--- src/rtl/bellek_hakem_pkg.sv ---
// bellek_hakem shared definitions.
// FSM states and port-owner encodings.
package bellek_hakem_pkg;

  typedef enum logic [1:0] {
    BOSTA = 2'd0,
    ISTEK = 2'd1,
    YANIT = 2'd2
  } durum_t;

  typedef enum logic {
    GETIR = 1'b0,
    BIB   = 1'b1
  } sahip_t;

endpackage

--- src/rtl/bellek_hakem.sv ---
// Shares one memory port between fetch and the bib load/store path.
// bib has priority; an aging counter bounds fetch starvation.
module bellek_hakem
  import bellek_hakem_pkg::*;
#(
  parameter int ADR_BIT      = 32,
  parameter int ACLIK_SINIRI = 4
) (
  input  logic               clk_i,
  input  logic               rst_i,
  input  logic               gtr_istek_i,
  input  logic [ADR_BIT-1:0] gtr_adr_i,
  input  logic               gtr_iptal_i,
  output logic [31:0]        gtr_veri_o,
  output logic               gtr_gecerli_o,
  input  logic               bib_sec_i,
  input  logic [ADR_BIT-1:0] bib_adr_i,
  input  logic [31:0]        bib_veri_i,
  input  logic [3:0]         bib_veri_maske_i,
  output logic [31:0]        bib_veri_o,
  output logic               bib_durdur_o,
  output logic               mem_istek_o,
  output logic [ADR_BIT-1:0] mem_adr_o,
  output logic [31:0]        mem_veri_o,
  output logic [3:0]         mem_maske_o,
  output logic               mem_yaz_o,
  input  logic               mem_hazir_i,
  input  logic [31:0]        mem_veri_i,
  input  logic               mem_gecerli_i
);

  localparam int SW = $clog2(ACLIK_SINIRI + 1);
  localparam logic [SW-1:0] SINIR = SW'(ACLIK_SINIRI);

  durum_t             durum_q, durum_d;
  sahip_t             sahip_q, sahip_d;
  logic [SW-1:0]      ac_q, ac_d;
  logic               iptal_q, iptal_d;
  logic [ADR_BIT-1:0] adr_q, adr_d;
  logic [31:0]        veri_q, veri_d;
  logic [3:0]         maske_q, maske_d;
  logic               yaz_q, yaz_d;
  logic               istek_q;

  logic yanit_var;
  logic gtr_sahip;

  assign yanit_var = mem_gecerli_i && (durum_q == YANIT);
  assign gtr_sahip = (sahip_q == GETIR);

  always_comb begin
    durum_d = durum_q;
    sahip_d = sahip_q;
    ac_d    = ac_q;
    iptal_d = iptal_q;
    adr_d   = adr_q;
    veri_d  = veri_q;
    maske_d = maske_q;
    yaz_d   = yaz_q;
    unique case (durum_q)
      BOSTA: begin
        iptal_d = 1'b0;
        if (bib_sec_i && !(gtr_istek_i && ac_q == SINIR)) begin
          durum_d = ISTEK;
          sahip_d = BIB;
          adr_d   = bib_adr_i;
          veri_d  = bib_veri_i;
          maske_d = bib_veri_maske_i;
          yaz_d   = |bib_veri_maske_i;
          // ac_q < SINIR here whenever fetch waits
          ac_d    = gtr_istek_i ? ac_q + 1'b1 : '0;
        end else if (gtr_istek_i && !gtr_iptal_i) begin
          durum_d = ISTEK;
          sahip_d = GETIR;
          adr_d   = gtr_adr_i;
          veri_d  = '0;
          maske_d = '0;
          yaz_d   = 1'b0;
          ac_d    = '0;
        end else if (!gtr_istek_i) begin
          ac_d = '0;
        end
      end
      ISTEK: begin
        if (gtr_sahip && gtr_iptal_i)
          iptal_d = 1'b1;
        if (mem_hazir_i)
          durum_d = YANIT;
      end
      YANIT: begin
        if (gtr_sahip && gtr_iptal_i)
          iptal_d = 1'b1;
        if (mem_gecerli_i) begin
          durum_d = BOSTA;
          iptal_d = 1'b0;
        end
      end
      default: durum_d = BOSTA;
    endcase
  end

  always_ff @(posedge clk_i or negedge rst_i) begin
    if (!rst_i) begin
      durum_q <= BOSTA;
      sahip_q <= GETIR;
      ac_q    <= '0;
      iptal_q <= 1'b0;
      adr_q   <= '0;
      veri_q  <= '0;
      maske_q <= '0;
      yaz_q   <= 1'b0;
      istek_q <= 1'b0;
    end else begin
      durum_q <= durum_d;
      sahip_q <= sahip_d;
      ac_q    <= ac_d;
      iptal_q <= iptal_d;
      adr_q   <= adr_d;
      veri_q  <= veri_d;
      maske_q <= maske_d;
      yaz_q   <= yaz_d;
      istek_q <= (durum_d == ISTEK);
    end
  end

  assign mem_istek_o = istek_q;
  assign mem_adr_o   = adr_q;
  assign mem_veri_o  = veri_q;
  assign mem_maske_o = maske_q;
  assign mem_yaz_o   = yaz_q;

  assign gtr_veri_o    = mem_veri_i;
  assign bib_veri_o    = mem_veri_i;
  assign gtr_gecerli_o = yanit_var && gtr_sahip
                      && !iptal_q && !gtr_iptal_i;
  assign bib_durdur_o  = bib_sec_i
                      && !(yanit_var && sahip_q == BIB);

endmodule

--- config.mk ---
export PLATFORM = sky130hd
export DESIGN_NAME = bellek_hakem
export DESIGN_NICKNAME = d
export VERILOG_FILES = /design/src/rtl/bellek_hakem_pkg.sv /design/src/rtl/bellek_hakem.sv
export SDC_FILE = /design/constraint.sdc
export NUM_CORES = 1
export LEC_CHECK = 0
export BUFFER_PORTS_ARGS = -buffer_cell sky130_fd_sc_hd__buf_2
export CELL_PAD_IN_SITES_DETAIL_PLACEMENT = 1
export CELL_PAD_IN_SITES_GLOBAL_PLACEMENT = 1
export CORE_UTILIZATION = 31
export CTS_CLUSTER_SIZE = 24
export DETAILED_ROUTE_END_ITERATION = 16
export MAX_ROUTING_LAYER = met4
export PLACE_DENSITY = 0.83
export SLEW_MARGIN = 15
export SYNTH_ARGS = -nofsm -noshare
export SYNTH_HDL_FRONTEND = slang
export SYNTH_SLANG_ARGS = --single-unit
--- constraint.sdc ---
create_clock -name clk_i -period 1.95 [get_ports clk_i]
set_input_delay 0.2925 -clock clk_i [delete_from_list [all_inputs] [get_ports clk_i]]
set_output_delay 0.2925 -clock clk_i [all_outputs]
set_load 0.01 [all_outputs]
==> flow_metrics.py <==
metrics = {
    "layout": {
        "nFillCells": 1569,
        "layout.nets": 641,
        "final_layout_size_suffix_gt1_share_pct": 48.3,
        "design_area_um2": 5150,
        "antenna_cells": 0,
        "final_cells": 677,
        "area_growth_pct": 20.6,
    },
    "sta": {
        "slew_violations": 0,
        "skew_ns": 0.00371,
        "min_period_ns": 1.78,
        "setup_viol": 0,
        "setup_slack_ns": 0.165,
        "fmax_ghz": 0.560,
        "worst_pin_slew_ns": 0.568,
        "fin_crit_sh_pct": 91.5,
        "hold_violations": 0,
        "fin_setup_tns_ns": 0,
        "relSlewSlack_pct": 62.1,
        "rsz0062_at_grt": "no",
    },
    "outcome": {
        "outcome": "finished clean",
    },
    "power_and_ir_drop": {
        "internal_power_mw": 5.11,
        "clkPwrFrac_pct": 20.5,
        "p_sw_mw": 3.25,
        "power_mw": 8.36,
        "p_comb_share_pct": 45.8,
        "powerDensity_nw_per_um2": 1620,
        "switching_share_pct": 38.9,
        "peakVddDrop_mv": 0.625,
        "power.leakage_nw": 2.56,
        "seqPwrFrac_pct": 33.7,
    },
    "synth": {
        "postSynthCellCount": 390,
        "ys_ff_latch": 77,
        "yosysSeqAreaShare_pct": 45.1,
        "synth_top_area_cell": "dfrtp_1",
        "yosysUniqueCellTypes": 42,
        "yosys_warnings": 0,
        "ys.flop_type": "dfrtp_1",
        "syn_nets": 535,
        "async_reset_ff_share_pct": 100,
        "yosysTopAreaCellShare_pct": 45.1,
        "synth_common_cells": "dfrtp_1, buf_4, inv_1, a22o_1",
        "avgSynthCellArea_um2": 11.0,
        "synthTopCellsByArea": "dfrtp_1, buf_4, a221oi_2",
        "synth_edf_count": 0,
        "post-synth-top-count-cell": "dfrtp_1",
        "synth_area_um2": 4270,
    },
    "global_routing": {
        "first_global_vias": 3708,
        "overflow": 0,
        "grt_max_degree": 51,
        "grt_usage_pct": 17.7,
        "grt_pass1_wl_um": 19300,
        "antenna_found_initial": 0,
    },
    "hold_path": {
        "hp-class": "in -> reg",
        "min_path_cells": 2,
    },
    "placed_design": {
        "dp.cells": 660,
        "gp_congestion": 0.766,
        "port_buffers": 178,
        "hpwl_um": 8690,
        "pre_cts_ws_ns": -0.0622,
        "placed_area_um2": 4810,
    },
    "die": {
        "num_io_pins": 275,
        "num_rows": 42,
        "die_h_um": 119,
        "die_x_um": 119,
        "fp.coreArea_um2": 13300,
        "dieArea_um2": 14300,
        "initial_utilization_pct": 32.0,
    },
    "clocking": {
        "cts_sinks": 77,
        "clockBufferDepth": 2,
        "cts_root_buf": "clkbuf_16",
        "cts-buffers-inserted": 9,
        "cts_tree": "yes",
        "clock_latency_ns": 0.33,
        "clk_pin_slew_ns": 0.06,
        "cts.htree.levels": 3,
    },
    "drt": {
        "post-route-drc-count": 0,
        "wire_per_inst_um": 17.8,
        "wl_um": 12000,
        "vias_per_cell": 5.00,
        "antenna_left": 0,
        "drt_iter0_markers": 256,
        "first_pass_iters": 4,
        "vias": 3388,
    },
    "setup_path": {
        "crit_type": "reg -> reg",
        "critPathArrivalTime_ns": 1.96,
        "worstPathRequired_ns": 2.13,
        "ff2ff_path_depth": 6,
        "crit_path_start_kind": "register",
        "endpoint_kind": "register",
        "crit_fanout": 50,
    },
    "run": {
        "max_cap_violations": 0,
    },
}
[repair_timing]
action,in CTS,in global routing
pin swaps,0,0
endpoints found under the hold margin,17,0
buffers inserted,0,0
hold buffers,1,0
gates resized for setup,2,4
setup endpoints to repair,29,16
cloned,0,0
[power groups by stage]
stage,Sequential (mW),Clock (mW),Combinational (mW)
final,2.82,1.71,3.83
after global routing,2.91,1.82,4.18
after CTS,2.82,1.75,3.83
after detailed placement,2.84,0,3.81
after global placement,2.79,0,3.66
after floorplan,3.12,0,2.31
[cells by family (layout without fill, tap and decap cells)]
kind of cell,count (synthesis),after routing,share of synthesized area (%)
AND/OR/NAND/NOR,54,54,6.26
adder cells (fa/ha/maj),6,6,1.76
flip-flops,77,77,45.1
AO/OA/AOI/OAI,120,120,27.5
buffers and inverters,133,244,19.4
[critical path: stages (launching register included)]
cell,delay (ns)
dfrtp_1,0.41
inv_1,0.09
ha_1,0.22
a21boi_2,0.10
o31ai_4,0.35
buf_12,0.29
a221oi_1,0.14
[final timing paths]
check | from | endpoint | slack [ns]
hold / removal | bib_veri_i[28] | mem_veri_o[28] | 0.18
setup reg to reg | ac_q[0] | mem_adr_o[21] | 0.17
max in group asynchronous | rst_i | mem_veri_o[15] | 0.91
setup / recovery | ac_q[0] | mem_adr_o[21] | 0.17
min in group asynchronous | rst_i | mem_maske_o[3] | 0.38
hold reg to reg | mem_veri_o[28] | mem_veri_o[28] | 0.50
[metal layers]
| layer | global-route usage (%) | wire [µm] |
|---|---|---|
| met1 | 20.9 | 5030 |
| met2 | 29.5 | 6040 |
| met3 | 2.49 | 590 |
| met4 | 9.06 | 374 |
| met5 | - | 0 |
[state kept, by name, summed over array words and instances (netlist names)]
| signal | cells |
|---|---|
| ac_q | 3 |
| durum_q | 2 |
| iptal_q | 1 |
| mem_adr_o | 32 |
| mem_istek_o | 1 |
| mem_maske_o | 4 |
| mem_veri_o | 32 |
| mem_yaz_o | 1 |
| sahip_q | 1 |
[cell usage in the layout (no fill, tap or decap), types with 2 or more instances in the layout]
cell	instances
a21oi_1	2
o21ai_0	2
a22o_1	34
clkinvlp_4	2
a211oi_1	32
buf_12	2
buf_2	177
inv_1	37
nor2b_1	3
nand2_1	6
or4_1	2
ha_1	5
a31oi_1	2
buf_4	9
clkinv_4	2
a22o_4	3
clkbuf_16	9
a221oi_2	23
a221oi_1	10
nor2_1	32
dfrtp_1	77
[metrics by stage]
step	hold slack, ns	utilization (%)
finish	0.177	38.6
global placement	0.194	36.0
detailed placement	0.201	36.0
global route	0.175	38.6
CTS	0.165	38.5
floorplan	-0.00309	-
[cell type report]
class / count / area (µm²) / area share, %
clock inverter: 6 / 71.3 / 1.38
inverter: 38 / 143 / 2.77
tap: 176 / 220 / 4.27
multi-input combinational: 180 / 1540 / 29.9
timing repair buffer: 190 / 1010 / 19.7
clock buffer: 10 / 239 / 4.64
sequential: 77 / 1930 / 37.4
(Power assumes the default switching activity.)
